File: src/rtl/pwm_duty_slew_if.sv
// Duty-request / slewed-duty bundle between the SPI register file side and the
// slew limiter feeding the PWM peripheral.
interface pwm_duty_slew_if #(
    parameter int WIDTH  = 8,
    parameter int STEP_W = 4
);
    logic [WIDTH-1:0]  target_duty;
    logic [STEP_W-1:0] step;
    logic              hold;
    logic [WIDTH-1:0]  duty_out;
    logic [1:0]        ramp_state;
    logic              busy;
    logic              done;

    modport master (
        output target_duty, step, hold,
        input  duty_out, ramp_state, busy, done
    );

    modport slave (
        input  target_duty, step, hold,
        output duty_out, ramp_state, busy, done
    );
endinterface

File: src/rtl/pwm_duty_slew.sv
// Soft-start / slew limiter: walks duty_out toward target_duty by at most `step`
// counts every TICK_DIV clocks so the PWM outputs never jump abruptly.
module pwm_duty_slew #(
    parameter int WIDTH    = 8,
    parameter int STEP_W   = 4,
    parameter int TICK_DIV = 3333
) (
    input  logic           clk,
    input  logic           rst_n,
    pwm_duty_slew_if.slave bus
);
    localparam int              CNT_W     = $clog2(TICK_DIV);
    localparam logic [CNT_W-1:0] TICK_LAST = CNT_W'(TICK_DIV - 1);

    typedef enum logic [1:0] {
        ST_IDLE = 2'b00,
        ST_UP   = 2'b01,
        ST_DOWN = 2'b10,
        ST_HELD = 2'b11
    } ramp_t;

    logic [WIDTH-1:0] duty_r;
    logic [CNT_W-1:0] cnt_r;
    logic             done_r;

    ramp_t            state_s;
    logic             tick_s;
    logic             bypass_s;
    logic [WIDTH:0]   step_ext_s;
    logic [WIDTH:0]   sum_s;
    logic [WIDTH:0]   diff_s;
    logic [WIDTH-1:0] up_s;
    logic [WIDTH-1:0] down_s;
    logic [WIDTH-1:0] next_s;

    assign tick_s     = (cnt_r == TICK_LAST);
    assign bypass_s   = (bus.step == {STEP_W{1'b0}});
    assign step_ext_s = {{(WIDTH + 1 - STEP_W){1'b0}}, bus.step};

    // Ramp direction; hold outranks everything, including bypass.
    always_comb begin
        if (bus.hold) begin
            state_s = ST_HELD;
        end else if (duty_r == bus.target_duty) begin
            state_s = ST_IDLE;
        end else if (duty_r < bus.target_duty) begin
            state_s = ST_UP;
        end else begin
            state_s = ST_DOWN;
        end
    end

    // Candidate next duty, clamped at target; the extra bit catches wrap/underflow.
    always_comb begin
        sum_s  = {1'b0, duty_r} + step_ext_s;
        diff_s = {1'b0, duty_r} - step_ext_s;
        if (sum_s > {1'b0, bus.target_duty}) begin
            up_s = bus.target_duty;
        end else begin
            up_s = sum_s[WIDTH-1:0];
        end
        if (diff_s[WIDTH] || (diff_s[WIDTH-1:0] < bus.target_duty)) begin
            down_s = bus.target_duty;
        end else begin
            down_s = diff_s[WIDTH-1:0];
        end
        if (state_s == ST_UP) begin
            next_s = up_s;
        end else begin
            next_s = down_s;
        end
    end

    // Prescaler, duty register and the on-target pulse.
    always_ff @(posedge clk or negedge rst_n) begin
        if (!rst_n) begin
            duty_r <= {WIDTH{1'b0}};
            cnt_r  <= {CNT_W{1'b0}};
            done_r <= 1'b0;
        end else begin
            done_r <= 1'b0;
            case (state_s)
                ST_HELD: begin
                    duty_r <= duty_r;
                    cnt_r  <= cnt_r;
                end
                ST_IDLE: begin
                    duty_r <= duty_r;
                    cnt_r  <= {CNT_W{1'b0}};
                end
                ST_UP, ST_DOWN: begin
                    if (bypass_s) begin
                        duty_r <= bus.target_duty;
                        cnt_r  <= {CNT_W{1'b0}};
                    end else if (tick_s) begin
                        duty_r <= next_s;
                        cnt_r  <= {CNT_W{1'b0}};
                        done_r <= (next_s == bus.target_duty);
                    end else begin
                        duty_r <= duty_r;
                        cnt_r  <= cnt_r + CNT_W'(1);
                    end
                end
                default: begin
                    duty_r <= duty_r;
                    cnt_r  <= cnt_r;
                end
            endcase
        end
    end

    assign bus.duty_out   = duty_r;
    assign bus.ramp_state = state_s;
    assign bus.busy       = (duty_r != bus.target_duty);
    assign bus.done       = done_r;
endmodule
File: src/flat_wrapper.sv
// flat-port wrapper written by rule: the top's interface ports become plain ports
module pwm_duty_slew_flat 
#(
    parameter int WIDTH    = 8,
    parameter int STEP_W   = 4,
    parameter int TICK_DIV = 3333
)
  (clk, rst_n, bus_target_duty, bus_step, bus_hold, bus_duty_out, bus_ramp_state, bus_busy, bus_done);
  pwm_duty_slew_if #(.WIDTH(WIDTH), .STEP_W(STEP_W)) bus_i ();
  input  logic clk;
  input  logic rst_n;
  input wire logic [$bits(bus_i.target_duty)-1:0] bus_target_duty;
  input wire logic [$bits(bus_i.step)-1:0] bus_step;
  input wire logic [$bits(bus_i.hold)-1:0] bus_hold;
  output wire logic [$bits(bus_i.duty_out)-1:0] bus_duty_out;
  output wire logic [$bits(bus_i.ramp_state)-1:0] bus_ramp_state;
  output wire logic [$bits(bus_i.busy)-1:0] bus_busy;
  output wire logic [$bits(bus_i.done)-1:0] bus_done;
  assign bus_i.target_duty = bus_target_duty;
  assign bus_i.step = bus_step;
  assign bus_i.hold = bus_hold;
  assign bus_duty_out = bus_i.duty_out;
  assign bus_ramp_state = bus_i.ramp_state;
  assign bus_busy = bus_i.busy;
  assign bus_done = bus_i.done;
  pwm_duty_slew #(.WIDTH(WIDTH), .STEP_W(STEP_W), .TICK_DIV(TICK_DIV)) u_core (.clk(clk), .rst_n(rst_n), .bus(bus_i));
endmodule
File: config.mk
export PLATFORM = sky130hd
export DESIGN_NAME = pwm_duty_slew_flat
export DESIGN_NICKNAME = d
export VERILOG_FILES = /design/src/rtl/pwm_duty_slew_if.sv /design/src/rtl/pwm_duty_slew.sv /design/src/flat_wrapper.sv
export SDC_FILE = /design/constraint.sdc
export NUM_CORES = 1
export LEC_CHECK = 0
export CAP_MARGIN = 20
export CORE_UTILIZATION = 35
export CTS_BUF_LIST = sky130_fd_sc_hd__clkbuf_4 sky130_fd_sc_hd__clkbuf_8
export CTS_CLUSTER_SIZE = 28
export DETAILED_ROUTE_END_ITERATION = 10
export DONT_BUFFER_PORTS = 1
export GPL_TIMING_DRIVEN = 0
export PLACE_DENSITY = 0.59
export SETUP_SLACK_MARGIN = 0.4
export SLEW_MARGIN = 0
export SYNTH_ARGS = -nofsm -noshare
export SYNTH_HDL_FRONTEND = slang
export SYNTH_SLANG_ARGS = --single-unit
export TNS_END_PERCENT = 5
File: constraint.sdc
create_clock -name clk -period 3.95 [get_ports clk]
set_input_delay 0.79 -clock clk [delete_from_list [all_inputs] [get_ports clk]]
set_output_delay 0.79 -clock clk [all_outputs]
set_load 0.02 [all_outputs]
# Word level (Yosys, flattened, before mapping)
# Cells that the tools add are included.
[classes] n_lt_le_gt_ge=3 reduce_logical=6 n_mux=15 add_sub_neg=3 n_eq_ne=8 bitwise_logic=1
[ops] op="$mux W8" count=6
[ops] op="$mux W12" count=2
[ops] op="$pmux W12 S2" count=1
[ops] op="$eq A8 B8 Y1" count=2
[ops] op="$lt A8 B8 Y1" count=2
[ops] op="$add A12 B1 Y12 const B" count=1
[ops] op="$eq A12 B12 Y1 const B" count=1
[ops] op="$add A8 B4 Y9" count=1
[ops] op="$gt A9 B8 Y1" count=1
[ops] op="$sub A8 B4 Y9" count=1
[ops] op="$ne A8 B8 Y1" count=1
[ops] op="$mux W2" count=3
[ops] op="$eq A2 B2 Y1 const B" count=2
[ops] op="$logic_not A4 Y1" count=1
[ops] op="$reduce_or A2 Y1" count=2
[ops] op="$mux W1" count=3
[ops] op="$ne A3 B1 Y1 const B" count=1
[ops] op="$eq A2 B1 Y1 const B" count=1
[ops] op="$logic_not A2 Y1" count=1
[ops] op="$reduce_and A2 Y1" count=1
[ops] op="$logic_or A1 B1 Y1" count=1
[ops] op="$not A1 Y1" count=1
[word_totals] inputBits=15 register_bits=21 output_inout_bits=12

# Logic depth before layout (Yosys ltp)
[logic_depth] ltp_word=10 ltp_mapped=17

# Worst setup path before layout
# OpenSTA, ideal clock, no wires.
[synth_timing] path_kind="input to register" from="input bus_step[2]" to="register u_core.done_r, in the netlist u_core.bus.done" setup_ns=0.111 required_time_ns=3.839 path_slack_ns=-0.211 stages=14 arrival_time_ns=4.050 path_buffers=0 cell_sequence="inv_1 -> ha_1 -> or3b_1 -> a31oi_1 -> o2111ai_2 -> xnor2_1 -> ha_1 -> and3_1 -> a221oi_1 -> o2bb2ai_1 -> mux2i_1 -> a31oi_1 -> or3_1 -> a2111oi_2"
[synth_via] elab_chain_cells=9
[synth_rtl] item="start: declaration" line="flat_wrapper.sv:13" rtl="input wire logic [$bits(bus_i.step)-1:0] bus_step;"
[synth_rtl] item="$sub A8 B4 Y9" line="pwm_duty_slew.sv:56" rtl="diff_s = {1'b0, duty_r} - step_ext_s;"
[synth_rtl] item="$lt A8 B8 Y1" line="pwm_duty_slew.sv:62" rtl="if (diff_s[WIDTH] || (diff_s[WIDTH-1:0] < bus.target_duty)) begin"
[synth_rtl] item="$logic_or A1 B1 Y1" line="pwm_duty_slew.sv:62"
[synth_rtl] item="$mux W8" line="pwm_duty_slew.sv:62"
[synth_rtl] item="$mux W8" line="pwm_duty_slew.sv:67" rtl="if (state_s == ST_UP) begin"
[synth_rtl] item="$eq A8 B8 Y1" line="pwm_duty_slew.sv:98" rtl="done_r <= (next_s == bus.target_duty);"
[synth_rtl] item="$mux W1" line="pwm_duty_slew.sv:95" rtl="end else if (tick_s) begin"
[synth_rtl] item="$mux W1 *" line="pwm_duty_slew.sv:92" rtl="if (bypass_s) begin"
[synth_rtl] item="$mux W1 *" line="pwm_duty_slew.sv:82" rtl="case (state_s)"
[synth_rtl] item="end signal: assignment" line="pwm_duty_slew.sv:98"
[synth_rtl] item="end: declaration" line="pwm_duty_slew.sv:24" rtl="logic done_r;"
# Mark *: on every way between the ends. The rest lies on a longest branch, timed or not.
# A chain may end at the register's enable or synchronous reset.

# Final worst setup path
# Ends and elaborated chain as after synthesis.

==> flow_summary.json <==
{
  "die_w_um": 87.0,
  "drive_gt1_share_pct": 18.8,
  "syn-instance-count": 293,
  "rr_endpoint": "u_core.bus.done$_DFF_PN0_",
  "fin_nets": 356,
  "fp.dieArea_um2": 7560,
  "cts-root-buf": "clkbuf_8",
  "fin_crit_ns": 3.96,
  "vias": 2203,
  "die_h_um": 87.0,
  "status": "finished, violations left",
  "slew_headroom_pct": 47.9,
  "async_reset_ff_share_pct": 100,
  "antenna_cells": 0,
  "cap_violations": 0,
  "core-area_um2": 6870,
  "grt_use_total_pct": 18.9,
  "clkSlewWorstSetupHoldPaths_ns": 0.07,
  "grt_max_degree": 22,
  "avgSynthCellArea_um2": 8.62,
  "antenna_found_initial": 0,
  "period_share_pct": 100,
  "setup_slack_ns": -0.00856,
  "dp_hpwl_um": 5360,
  "tns_ns": -0.00856,
  "endpoint_kind": "register",
  "required_ns": 4.10,
  "synth-edff-count": 0,
  "htree_levels": 1,
  "drt_iter0_markers": 119,
  "ys_types": 60,
  "reg2reg_depth": 13,
  "start_util_pct": 36.8,
  "grt_pass1_vias": 2267,
  "rsz0062_at_grt": "yes",
  "synth_seq_area_share_pct": 20.8,
  "fillCellCount": 689,
  "cts_sinks": 21,
  "peakVddDrop_mv": 0.243,
  "viasPerCell": 5.52,
  "syn_area_um2": 2530,
  "crit_arrival_ns": 4.11,
  "place_congestion": 0.882,
  "ant_nets": 0,
  "numCtsBuffers": 3,
  "rr_startpoint": "u_core.bus.duty_out[2]$_DFFE_PN0P_",
  "tritoncts": "built",
  "crit_type": "in -> reg",
  "syn_nets": 345,
  "wl_per_cell_um": 16.6,
  "finalSetupViolations": 1,
  "p_per_area_nw_per_um2": 890,
  "critPathLaunchType": "input pin",
  "regToRegSetupSlack_ns": 0.01,
  "fin_skew_ns": 0.00204,
  "insertion_delay_ns": 0.26,
  "drt_wl_total_um": 6610,
  "slew_violations": 0,
  "grt_pass1_wl_um": 11100,
  "areaGrowthSynthToFinish_pct": 17.4,
  "max_slew.worst_pin.slew_ns": 0.762,
  "io_pins": 27,
  "ys_warn_count": 0,
  "ys.flop_type": "dfrtp_1",
  "worst_hold_slack_ns": 0.218,
  "crit_fanout": 7,
  "ctsLongestPathBuffers": 2,
  "fmax_mhz": 253,
  "port-buffer-count": 0,
  "gr-total-overflow": 0,
  "dr.pass1.iters": 4,
  "rows": 30,
  "drc": 0,
  "min_path_type": "in -> async",
  "finalHoldViolCount": 0,
  "ys_ff_latch": 21,
  "leakage_nw": 1.29,
  "violations": "setup timing"
}
[repair_timing]
item / in CTS / in global routing
setup buffers: 5 / 0
pin swaps: 13 / 4
gates resized for setup: 25 / 10
hold buffers: 0 / 0
setup endpoints to repair: 11 / 16
[report_power, final]
part / internal [mW] / switching [mW] / leakage (nW)
clock: 0.0787 / 0.0659 / 0.0262
sequential: 0.270 / 0.131 / 0.276
combinational: 0.924 / 1.17 / 0.987
[critical path: stages]
cell	delay, ns
inv_1	0.07
ha_4	0.23
or3b_4	0.42
a31oi_4	0.21
o2111ai_4	0.16
xnor2_1	0.18
ha_1	0.33
and3_4	0.20
a221oi_4	0.25
o2bb2ai_4	0.20
mux2i_1	0.21
a31oi_1	0.14
or3_4	0.40
a2111oi_4	0.30
[cells by family (layout without fill, tap and decap cells)]
kind of cell | Yosys count | after routing | share of synthesized area [%]
AO/OA/AOI/OAI | 77 | 77 | 23.3
XOR/XNOR | 30 | 30 | 10.4
adder cells (fa/ha/maj) | 37 | 37 | 18.9
buffers and inverters | 32 | 42 | 5.50
flip-flops | 21 | 21 | 20.8
multiplexers | 3 | 3 | 1.19
AND/OR/NAND/NOR | 93 | 93 | 19.9
[cells in the mapped netlist, types with 4 or more instances]
master,count,area share (%)
a21o_1,9,2.7
a21oi_1,8,1.6
a221oi_1,4,1.4
a31oi_1,4,0.99
and3_1,6,1.5
clkbuf_1,4,0.59
dfrtp_1,21,21
ha_1,35,17
inv_1,23,3.4
nand2_1,17,2.5
nand2b_1,6,1.5
nand3_1,14,2.8
nand4_1,4,0.99
nor2_1,17,2.5
nor2b_1,6,1.5
nor3_1,5,0.99
o21ai_0,12,2.4
o21ai_1,7,1.4
o22ai_1,5,1.2
xnor2_1,12,4.2
xor2_1,18,6.2
[final cells by class]
type | instances | area [µm²] | area share (%)
tap | 96 | 120 | 4.05
clock buffer | 4 | 48.8 | 1.64
buffer | 9 | 52.6 | 1.77
timing repair buffer | 6 | 47.5 | 1.60
multi-input combinational | 240 | 2080 | 70.2
inverter | 23 | 86.3 | 2.91
sequential | 21 | 529 | 17.8
[sequential cells by signal, indices dropped and copies added, names as in the netlist]
register,cells
u_core.bus.done,1
u_core.cnt_r,12
u_core.bus.duty_out,8
[through the flow]
step	setup slack [ns]	utilization, %	cell area (µm²)	power (mW)	instances
6_report	-0.00856	43.2	2970	2.64	399
4_1_cts	-0.00861	42.6	2930	2.61	399
3_3_place_gp	-0.572	39.1	2680	2.16	389
3_5_place_dp	-0.547	39.2	2690	2.19	390
5_1_grt	-0.201	43.2	2970	2.88	399
2_1_floorplan	-0.0303	-	2560	1.80	293
[cells in the final DEF (no fill, tap or decap), types with 5 or more instances in the layout]
cell type	netlist	layout
a21o_1	9	8
a21oi_1	8	6
buf_4	0	5
dfrtp_1	21	18
ha_1	35	32
inv_1	23	21
nand2_1	17	17
nand2b_1	6	6
nand3_1	14	13
nor2_1	17	17
nor2b_1	6	6
o21ai_0	12	11
o21ai_1	7	5
xnor2_1	12	12
xor2_1	18	16
[per-layer routing]
metal / routed length (µm) / GRT usage [%] / part of all wire, %
met2: 3190 / 33.1 / 48
met5: 0 / 0 / 0
met3: 208 / 1.23 / 3.1
met4: 166 / 6.06 / 2.5
met1: 3050 / 24.8 / 46
[how the worst max path moves through the flow]
| stage | end | start | slack, ns | depth (start not counted) |
|---|---|---|---|---|
| finish | u_core.bus.done$_DFF_PN0_ | bus_step[2] | -0.009 | 14 |
| global route | u_core.bus.done$_DFF_PN0_ | bus_step[1] | -0.20 | 14 |
| CTS | u_core.bus.done$_DFF_PN0_ | bus_step[2] | -0.009 | 14 |
| detailed placement | u_core.bus.done$_DFF_PN0_ | bus_step[1] | -0.55 | 14 |
| global placement | u_core.bus.done$_DFF_PN0_ | bus_step[1] | -0.57 | 14 |
| floorplan | u_core.bus.done$_DFF_PN0_ | bus_step[1] | -0.03 | 14 |
(Power assumes the default switching activity.)
